### config.mk
export PLATFORM = sky130hd
export DESIGN_NAME = pcie_ep_sideband_ctrl
export DESIGN_NICKNAME = d
export VERILOG_FILES = /design/src/rtl/pcie_ep_sb_pkg.sv /design/src/rtl/pcie_sb_sync_filter.sv /design/src/rtl/pcie_ep_sideband_ctrl.sv
export SDC_FILE = /design/constraint.sdc
export NUM_CORES = 1
export LEC_CHECK = 0
export CAP_MARGIN = 20
export CORE_ASPECT_RATIO = 0.6
export CORE_MARGIN = 2
export CORE_UTILIZATION = 58
export DETAILED_ROUTE_END_ITERATION = 10
export GPL_ROUTABILITY_DRIVEN = 0
export GPL_TIMING_DRIVEN = 0
export PLACE_DENSITY_LB_ADDON = 0.12
export SYNTH_ARGS = -nofsm -noshare
export SYNTH_HDL_FRONTEND = slang
export SYNTH_SLANG_ARGS = --single-unit
### constraint.sdc
create_clock -name bd_fclk0_125m -period 2.69 [get_ports bd_fclk0_125m]
set_input_delay 0.538 -clock bd_fclk0_125m [delete_from_list [all_inputs] [get_ports bd_fclk0_125m]]
set_output_delay 0.538 -clock bd_fclk0_125m [all_outputs]
set_load 0.05 [all_outputs]
### src/rtl/pcie_ep_sb_pkg.sv
// Shared state encoding, default timing values and output decode helpers
// for the endpoint-side PCIe sideband controller.
package pcie_ep_sb_pkg;

  typedef enum logic [2:0] {
    ST_RESET_HOLD = 3'd0,
    ST_WAIT_LOCK  = 3'd1,
    ST_RST_DELAY  = 3'd2,
    ST_ACTIVE     = 3'd3,
    ST_LINK       = 3'd4,
    ST_L2_IDLE    = 3'd5,
    ST_WAKE       = 3'd6
  } ep_state_e;

  localparam int DEF_PERST_FILT   = 16;
  localparam int DEF_RST_HOLD_CYC = 1250;      // 10 us at 125 MHz
  localparam int DEF_WAKE_TMO_CYC = 12500000;  // 100 ms at 125 MHz

  localparam logic [7:0] PERST_CNT_MAX = 8'd255;

  function automatic logic core_rstn_of(input ep_state_e s);
    return (s == ST_ACTIVE) || (s == ST_LINK) || (s == ST_L2_IDLE) || (s == ST_WAKE);
  endfunction

  function automatic logic wake_b_of(input ep_state_e s);
    return (s != ST_WAKE);
  endfunction

  // CLKREQ# is released only while parked in L2; a wake re-requests refclk.
  function automatic logic clkreq_b_of(input ep_state_e s);
    return (s == ST_L2_IDLE);
  endfunction

endpackage

### src/rtl/pcie_sb_sync_filter.sv
// 2-FF synchroniser followed by an optional stability filter; FILT_LEN=0
// gives a plain synchroniser.
module pcie_sb_sync_filter #(
  parameter int FILT_LEN = 16
) (
  input  logic clk,
  input  logic rst_n,
  input  logic din,
  output logic dout
);

  logic sync1_reg;
  logic sync2_reg;

  always_ff @(posedge clk or negedge rst_n) begin
    if (!rst_n) begin
      sync1_reg <= 1'b0;
      sync2_reg <= 1'b0;
    end else begin
      sync1_reg <= din;
      sync2_reg <= sync1_reg;
    end
  end

  generate
    if (FILT_LEN == 0) begin : g_bypass
      assign dout = sync2_reg;
    end else begin : g_filt
      localparam int CW = (FILT_LEN > 1) ? $clog2(FILT_LEN) : 1;
      localparam logic [CW-1:0] CNT_LAST = CW'(FILT_LEN - 1);

      logic [CW-1:0] cnt_reg;
      logic          filt_reg;

      // The filtered value only moves after FILT_LEN consecutive disagreeing samples.
      always_ff @(posedge clk or negedge rst_n) begin
        if (!rst_n) begin
          cnt_reg  <= '0;
          filt_reg <= 1'b0;
        end else if (sync2_reg != filt_reg) begin
          if (cnt_reg == CNT_LAST) begin
            filt_reg <= sync2_reg;
            cnt_reg  <= '0;
          end else begin
            cnt_reg <= cnt_reg + CW'(1);
          end
        end else begin
          cnt_reg <= '0;
        end
      end

      assign dout = filt_reg;
    end
  endgenerate

endmodule

### src/rtl/pcie_ep_sideband_ctrl.sv
// Endpoint PCIe sideband manager: filters PERST#, sequences core reset
// against refclk lock and drives WAKE#/CLKREQ# from link/power state.
module pcie_ep_sideband_ctrl
  import pcie_ep_sb_pkg::*;
#(
  parameter int PERST_FILT   = DEF_PERST_FILT,
  parameter int RST_HOLD_CYC = DEF_RST_HOLD_CYC,
  parameter int WAKE_TMO_CYC = DEF_WAKE_TMO_CYC
) (
  input  logic       bd_fclk0_125m,
  input  logic       bd_sys_rstn,
  input  logic       pcie_perst_b,
  input  logic       pcie_dbg_mmcm_lock,
  input  logic       ep_link_up,
  input  logic       ep_pm_l2,
  input  logic       ep_wake_req,
  output logic       ep_core_rstn,
  output logic       pcie_wake_b,
  output logic       pcie_clkreq_b,
  output logic [2:0] ep_state,
  output logic [7:0] perst_cnt,
  output logic       wake_timeout
);

  localparam int DLY_W  = (RST_HOLD_CYC > 1) ? $clog2(RST_HOLD_CYC) : 1;
  localparam int WAKE_W = (WAKE_TMO_CYC > 1) ? $clog2(WAKE_TMO_CYC) : 1;
  localparam logic [DLY_W-1:0]  DLY_LAST  = DLY_W'(RST_HOLD_CYC - 1);
  localparam logic [WAKE_W-1:0] WAKE_LAST = WAKE_W'(WAKE_TMO_CYC - 1);

  logic perst_f;
  logic lock_s;
  logic link_s;

  pcie_sb_sync_filter #(.FILT_LEN(PERST_FILT)) u_perst_filt (
    .clk   (bd_fclk0_125m),
    .rst_n (bd_sys_rstn),
    .din   (pcie_perst_b),
    .dout  (perst_f)
  );

  pcie_sb_sync_filter #(.FILT_LEN(0)) u_lock_sync (
    .clk   (bd_fclk0_125m),
    .rst_n (bd_sys_rstn),
    .din   (pcie_dbg_mmcm_lock),
    .dout  (lock_s)
  );

  pcie_sb_sync_filter #(.FILT_LEN(0)) u_link_sync (
    .clk   (bd_fclk0_125m),
    .rst_n (bd_sys_rstn),
    .din   (ep_link_up),
    .dout  (link_s)
  );

  ep_state_e         state_reg, state_next;
  logic [DLY_W-1:0]  dly_cnt_reg, dly_cnt_next;
  logic [WAKE_W-1:0] wake_cnt_reg, wake_cnt_next;
  logic              wake_tmo_set;
  logic              wake_tmo_reg;
  logic              perst_f_d_reg;
  logic [7:0]        perst_cnt_reg;
  logic              core_rstn_reg;
  logic              wake_b_reg;
  logic              clkreq_b_reg;

  // Counters default to zero so leaving a timed state always clears them.
  always_comb begin
    state_next    = state_reg;
    dly_cnt_next  = '0;
    wake_cnt_next = '0;
    wake_tmo_set  = 1'b0;
    if (!perst_f) begin
      state_next = ST_RESET_HOLD;
    end else begin
      case (state_reg)
        ST_RESET_HOLD: state_next = ST_WAIT_LOCK;
        ST_WAIT_LOCK: begin
          if (lock_s) state_next = ST_RST_DELAY;
        end
        ST_RST_DELAY: begin
          if (!lock_s) begin
            state_next = ST_WAIT_LOCK;
          end else if (dly_cnt_reg == DLY_LAST) begin
            state_next = ST_ACTIVE;
          end else begin
            dly_cnt_next = dly_cnt_reg + DLY_W'(1);
          end
        end
        ST_ACTIVE: begin
          if (!lock_s)     state_next = ST_WAIT_LOCK;
          else if (link_s) state_next = ST_LINK;
        end
        ST_LINK: begin
          if (!lock_s)       state_next = ST_WAIT_LOCK;
          else if (ep_pm_l2) state_next = ST_L2_IDLE;
          else if (!link_s)  state_next = ST_ACTIVE;
        end
        ST_L2_IDLE: begin
          if (ep_wake_req) state_next = ST_WAKE;
        end
        ST_WAKE: begin
          // A PERST# response is handled by the override above; this is the give-up path.
          if (wake_cnt_reg == WAKE_LAST) begin
            state_next   = ST_L2_IDLE;
            wake_tmo_set = 1'b1;
          end else begin
            wake_cnt_next = wake_cnt_reg + WAKE_W'(1);
          end
        end
        default: state_next = ST_RESET_HOLD;
      endcase
    end
  end

  always_ff @(posedge bd_fclk0_125m or negedge bd_sys_rstn) begin
    if (!bd_sys_rstn) begin
      state_reg     <= ST_RESET_HOLD;
      dly_cnt_reg   <= '0;
      wake_cnt_reg  <= '0;
      wake_tmo_reg  <= 1'b0;
      perst_f_d_reg <= 1'b0;
      perst_cnt_reg <= '0;
      core_rstn_reg <= 1'b0;
      wake_b_reg    <= 1'b1;
      clkreq_b_reg  <= 1'b0;
    end else begin
      state_reg     <= state_next;
      dly_cnt_reg   <= dly_cnt_next;
      wake_cnt_reg  <= wake_cnt_next;
      perst_f_d_reg <= perst_f;
      if (wake_tmo_set) wake_tmo_reg <= 1'b1;
      if (perst_f_d_reg && !perst_f && (perst_cnt_reg != PERST_CNT_MAX))
        perst_cnt_reg <= perst_cnt_reg + 8'd1;
      core_rstn_reg <= core_rstn_of(state_next);
      wake_b_reg    <= wake_b_of(state_next);
      clkreq_b_reg  <= clkreq_b_of(state_next);
    end
  end

  assign ep_state      = state_reg;
  assign ep_core_rstn  = core_rstn_reg;
  assign pcie_wake_b   = wake_b_reg;
  assign pcie_clkreq_b = clkreq_b_reg;
  assign perst_cnt     = perst_cnt_reg;
  assign wake_timeout  = wake_tmo_reg;

endmodule

---- Word-level counts from Yosys, hierarchy flattened ----
Cells that the tools add are included.
operators by class
  reductions and logical operators ........ 8
  multiply operators ...................... 0
  equality and inequality tests ........... 16
  order comparisons ....................... 0
  divide/modulo/power cells ............... 0
  multiplexer cells ....................... 24
  bitwise logic cells ..................... 0
  shifts and indexed selects .............. 0
  add/subtract/negate cells ............... 4
operators by type and width
  operator                                                                count
  24-bit two-way mux                                                      3
  11-bit two-way mux                                                      4
  3-bit two-way mux                                                       11
  24-bit by 1-bit adder with 24-bit output (second input constant)        1
  24-bit equality test (second input constant)                            1
  3-bit one-hot mux with 7 select lines                                   1
  3-bit equality test (second input constant)                             6
  11-bit by 1-bit adder with 11-bit output (second input constant)        1
  11-bit equality test (second input constant)                            1
  3-bit by 2-bit equality test with 1-bit output (second input constant)  3
  8-bit by 1-bit adder with 8-bit output (second input constant)          1
  4-bit two-way mux                                                       2
  8-bit != test (second input constant)                                   1
  4-bit by 1-bit adder with 4-bit output (second input constant)          1
  4-bit equality test (second input constant)                             1
  3-bit by 1-bit equality test with 1-bit output (second input constant)  1
  3-bit zero test                                                         1
  1-bit logical OR                                                        3
  1-bit two-way mux                                                       3
  3-bit != test (second input constant)                                   1
  1-bit logical AND                                                       2
  2-bit AND reduction                                                     1
  1-bit zero test                                                         1
  1-bit != test                                                           1
word-level totals
  bits in latches ......................... 0
  bits in writable memories ............... 0
  ROM bits ................................ 0
  input port bits ......................... 7
  memories kept ........................... 0
  bits in registers ....................... 62
  logic and storage cells ................. 69
  output and inout port bits .............. 15

---- Longest topological paths before layout ----
  word-level depth ........................ 9
  gate-level depth with buffers ........... 7
  depth with buffers taken out ............ 6

---- Cells and area by module ----
From an unflattened synthesis, not the netlist that was laid out.
second synthesis, totals
  cell total of the unflattened synthesis .. 271
  area, all modules ....................... 2,902.8 um2
by module, submodules not included
  module                                 cells each  area each (um2)  instances
  pcie_ep_sideband_ctrl                  249         2,532.4          1
  pcie_sb_sync_filter (u_perst_filt)     18          270.3            1
  pcie_sb_sync_filter (u_link_sync ...)  2           50.0             2

---- Least setup slack after synthesis ----
No wires, ideal clock.
  path type ............................... register -> register
  start point ............................. register wake_cnt_reg[0]
  end point ............................... register wake_cnt_reg[22]
  clock period less this slack ............ 2,057 ps
  slack ................................... 633 ps
  library setup time ...................... 78 ps
  cell stages (with the launch flop) ...... 7
  data arrival time ....................... 1,979 ps
  path buffers ............................ 1
  path through ............................ dfrtp_1 -> ha_1 -> nand4_1 -> or4_1 -> buf_2 -> or4_1 -> a21oi_1
between the ends
  word-level cells in the longest chain between the ends .. 4
  elaborated cells between the ends (all ways) .. 5
  classes of those cells .................. add/sub: 1; eq/ne: 1; mux: 3
RTL lines
  item                                                                              RTL line                                                    RTL
  start: declaration                                                                pcie_ep_sideband_ctrl.sv:57                                 logic [WAKE_W-1:0] wake_cnt_reg, wake_cnt_next;
  start signal: assignment                                                          pcie_ep_sideband_ctrl.sv:129                                wake_cnt_reg <= wake_cnt_next;
  24-bit by 1-bit adder with 24-bit output or 24-bit equality test (tied branches)  pcie_ep_sideband_ctrl.sv:107, pcie_ep_sideband_ctrl.sv:103
  24-bit two-way mux (*)                                                            pcie_ep_sideband_ctrl.sv:103                                if (wake_cnt_reg == WAKE_LAST) begin
  24-bit two-way mux (*)                                                            pcie_ep_sideband_ctrl.sv:75                                 case (state_reg)
  24-bit two-way mux (*)                                                            pcie_ep_sideband_ctrl.sv:72                                 if (!perst_f) begin
  via wake_cnt_next[22]                                                             pcie_ep_sideband_ctrl.sv:57
Mark *: on every way through the listed nets, which the timed path passes. The rest lies on a longest branch.
A chain may end at the register's enable or synchronous reset.

---- Worst setup path in the final report ----
  start point ............................. register wake_cnt_reg[0]
  end point ............................... register wake_cnt_reg[13]
Same word-level chain as after synthesis.

==> metrics <==
Remaining Overflow, GRT 0; clock share of power 0.461; Worst EP arrival approximately 2.6 ns; DIE AREA 5660 um^2; Port Buffers 21; Cells after Synth 286; largest net degree at the start of global routing 41; number of global-route vias before repair 2066; CP Capture Type flop; design area 3440 um^2; Max Clock Freq 423 MHz; io pins 22; final wirelength 6090 um; Starting DRT DRC Count ~180; status finished clean; H-tree levels 3; Synth area leaders dfrtp_1 (52%), xnor2_1 (5.4%), nor2_1 (4.7%); Routed WL per cell between 15 and 20 um; GR peak layer met1; reg2reg setup slack 0.33 ns; Crit. path cell count 6; synth-to-layout area growth 17.5%; synth cell count leaders dfrtp_1 (61), nor2_1 (37), xnor2_1 (18); count leader, synth dfrtp_1; FFs w/ async S/R, synth 1.00; DP Area 3240 um^2; # DRC 0; Post-CTS Resized 0; Vias/cell 5.86; Antenna Nets Post-Route 0; crit path kind flop to flop; Setup WS pre-CTS approximately 0.26 ns; Fillers 352; Nets 331; CTS tree yes; Slew Viols, Final 0; worst r2r src wake_cnt_reg[0]$_DFF_PN0_; worst rel slew slack 0.634; measured slew at the worst slew-check pin 0.547 ns; Die W 95.8 um; crit path launch type flop; initial antenna violation count 0; Post-CTS Setup Bufs 0; Final period util 0.878; Storage cell area 1550 um^2; R2R Path End wake_cnt_reg[13]$_DFF_PN0_; Longest Clk Path Bufs 2; Hold Path Class input port to async pin; clk_skew 0.00804 ns; Site Rows 19; number of synthesized flops with an enable pin 0; 1st-pass router iterations 4; Mapped Nets 298; grt met2 use 0.332; #FFs+latches synth between 60 and 70; Critical path buffers and inverters 1; switching pwr 386 uW; final setup margin 0.329 ns; max FFs per register 24; worst-path fanout max 10; core area about 4700 um^2; DPL Wire Length 4290 um; Initial Util 0.623; P_leak 1.38 nW; Period minus WS final 2.36 ns; TNS Setup 0 ns; Worst-Skew Late Latency 0.35 ns; RSZ-0062 raised after global routing no; Root Buffer Master clkbuf_8; first-pass GRT wire length a little over 10000 um; Hold Fails Final Rpt 0; crit path cell chain ha_1, and4_1, nand4_1, o211ai_1, clkbuf_1, nor2_1; overall routing resource usage 0.244; Int Pwr 1.46 mW; Max Cap Violations 0; met3 usage 0.0802; Top delay family on crit path simple AND/OR/NAND/NOR gates; Yosys cell types 44; clk sinks slightly above 60; share of cells above drive strength 1 0.0929; Synth area leader dfrtp_1; maximum VDD drop 0.372 mV; n_diodes 0; max incr delay on CP 0.52 ns; Sw Share 0.210; sequential area share after synthesis 0.530; Die H 59.1 um; TritonCTS buffer count 9; mapped cell area 2930 um^2; Most used DFF post-synth dfrtp_1; R2R depth 6; GR met1 Demand/Resource 0.370; CP max stage cell o211ai_1; final setup violation count 0; syn avg cell area 10.3 um^2; Comb power frac 0.023; Clock transition at path regs 0.06 ns; CTS Hold Buffers Added 0; post-synth top area share 0.521; sequential share of power 0.516; Power Density around 530 nW/um^2; multi-input combinational cell area 1300 um^2; Yosys Warn Count 0; Worst EP required 2.90 ns; DR vias between 2k and 2.5k
metrics by stage:
| stage | cells | hold WS (ns) | util | total power, mW |
|---|---|---|---|---|
| floorplan | 286 | 0.242 | - | 0.976 |
| global placement | 370 | 0.332 | 0.684 | 1.01 |
| detailed placement | 371 | 0.340 | 0.687 | 1.01 |
| CTS | 386 | 0.176 | 0.732 | 1.86 |
| global route | 386 | 0.207 | 0.732 | 1.90 |
| finish | 386 | 0.167 | 0.732 | 1.84 |
worst register-to-register path: stages (launching register included):
cell and delay (ns):
dfrtp_1 0.40, ha_1 0.25, and4_1 0.29, nand4_1 0.22, o211ai_1 0.52, clkbuf_1 0.44, nor2_1 0.12
placed cells by master, fill, tap and decap left out, drive strengths merged, types with 13 or more instances in the layout:
master,synthesis,final
nand2,15,15
dfrtp,61,61
nor2,37,37
xor2,13,13
xnor2,18,18
clkdlybuf4s50,0,20
nand3,13,13
clkbuf,9,21
nand4,14,14
a21oi,16,16
final cells by class:
type / count / share of cell area
sequential: 62 / 0.451
multi-input combinational: 204 / 0.378
timing repair buffer: 22 / 0.0654
clock buffer: 12 / 0.0480
tap: 63 / 0.0229
clock inverter: 3 / 0.0124
buffer: 11 / 0.0124
inverter: 9 / 0.00981
worst max path at each step:
stage,startpoint,to,slack (ns)
floorplan,wake_cnt_reg[0]$_DFF_PN0_,wake_cnt_reg[22]$_DFF_PN0_,0.63
global placement,bd_sys_rstn,perst_cnt[5]$_DFFE_PN0P_,-0.85
detailed placement,ep_pm_l2,pcie_clkreq_b$_DFF_PN0_,0.26
CTS,wake_cnt_reg[0]$_DFF_PN0_,wake_cnt_reg[13]$_DFF_PN0_,0.34
global route,wake_cnt_reg[0]$_DFF_PN0_,wake_cnt_reg[13]$_DFF_PN0_,0.12
finish,wake_cnt_reg[0]$_DFF_PN0_,wake_cnt_reg[13]$_DFF_PN0_,0.33
metal layers:
layer,part of all wire,routed length (um),vias up
li1,-,-,1086
met1,0.50,3030,1114
met2,0.43,2640,55
met3,0.060,368,8
met4,0.0094,57,0
met5,0,0,-
cells by family after synthesis:
family	count (synthesis)	share of synthesized area
AND/OR/NAND/NOR	126	0.240
AO/OA/AOI/OAI	40	0.0828
XOR/XNOR	31	0.0926
adder cells (fa/ha/maj)	5	0.0213
multiplexers	2	0.00768
buffers and inverters	20	0.0260
flip-flops	62	0.530
power groups by stage:
stage	logic (mW)	clock network (mW)	registers [mW]
finish	0.0432	0.849	0.949
global route	0.0501	0.903	0.950
CTS	0.0454	0.869	0.949
detailed placement	0.0450	0	0.966
global placement	0.0412	0	0.966
floorplan	0.0107	0	0.965
No activity file was read; power rests on OpenSTA's default activity.
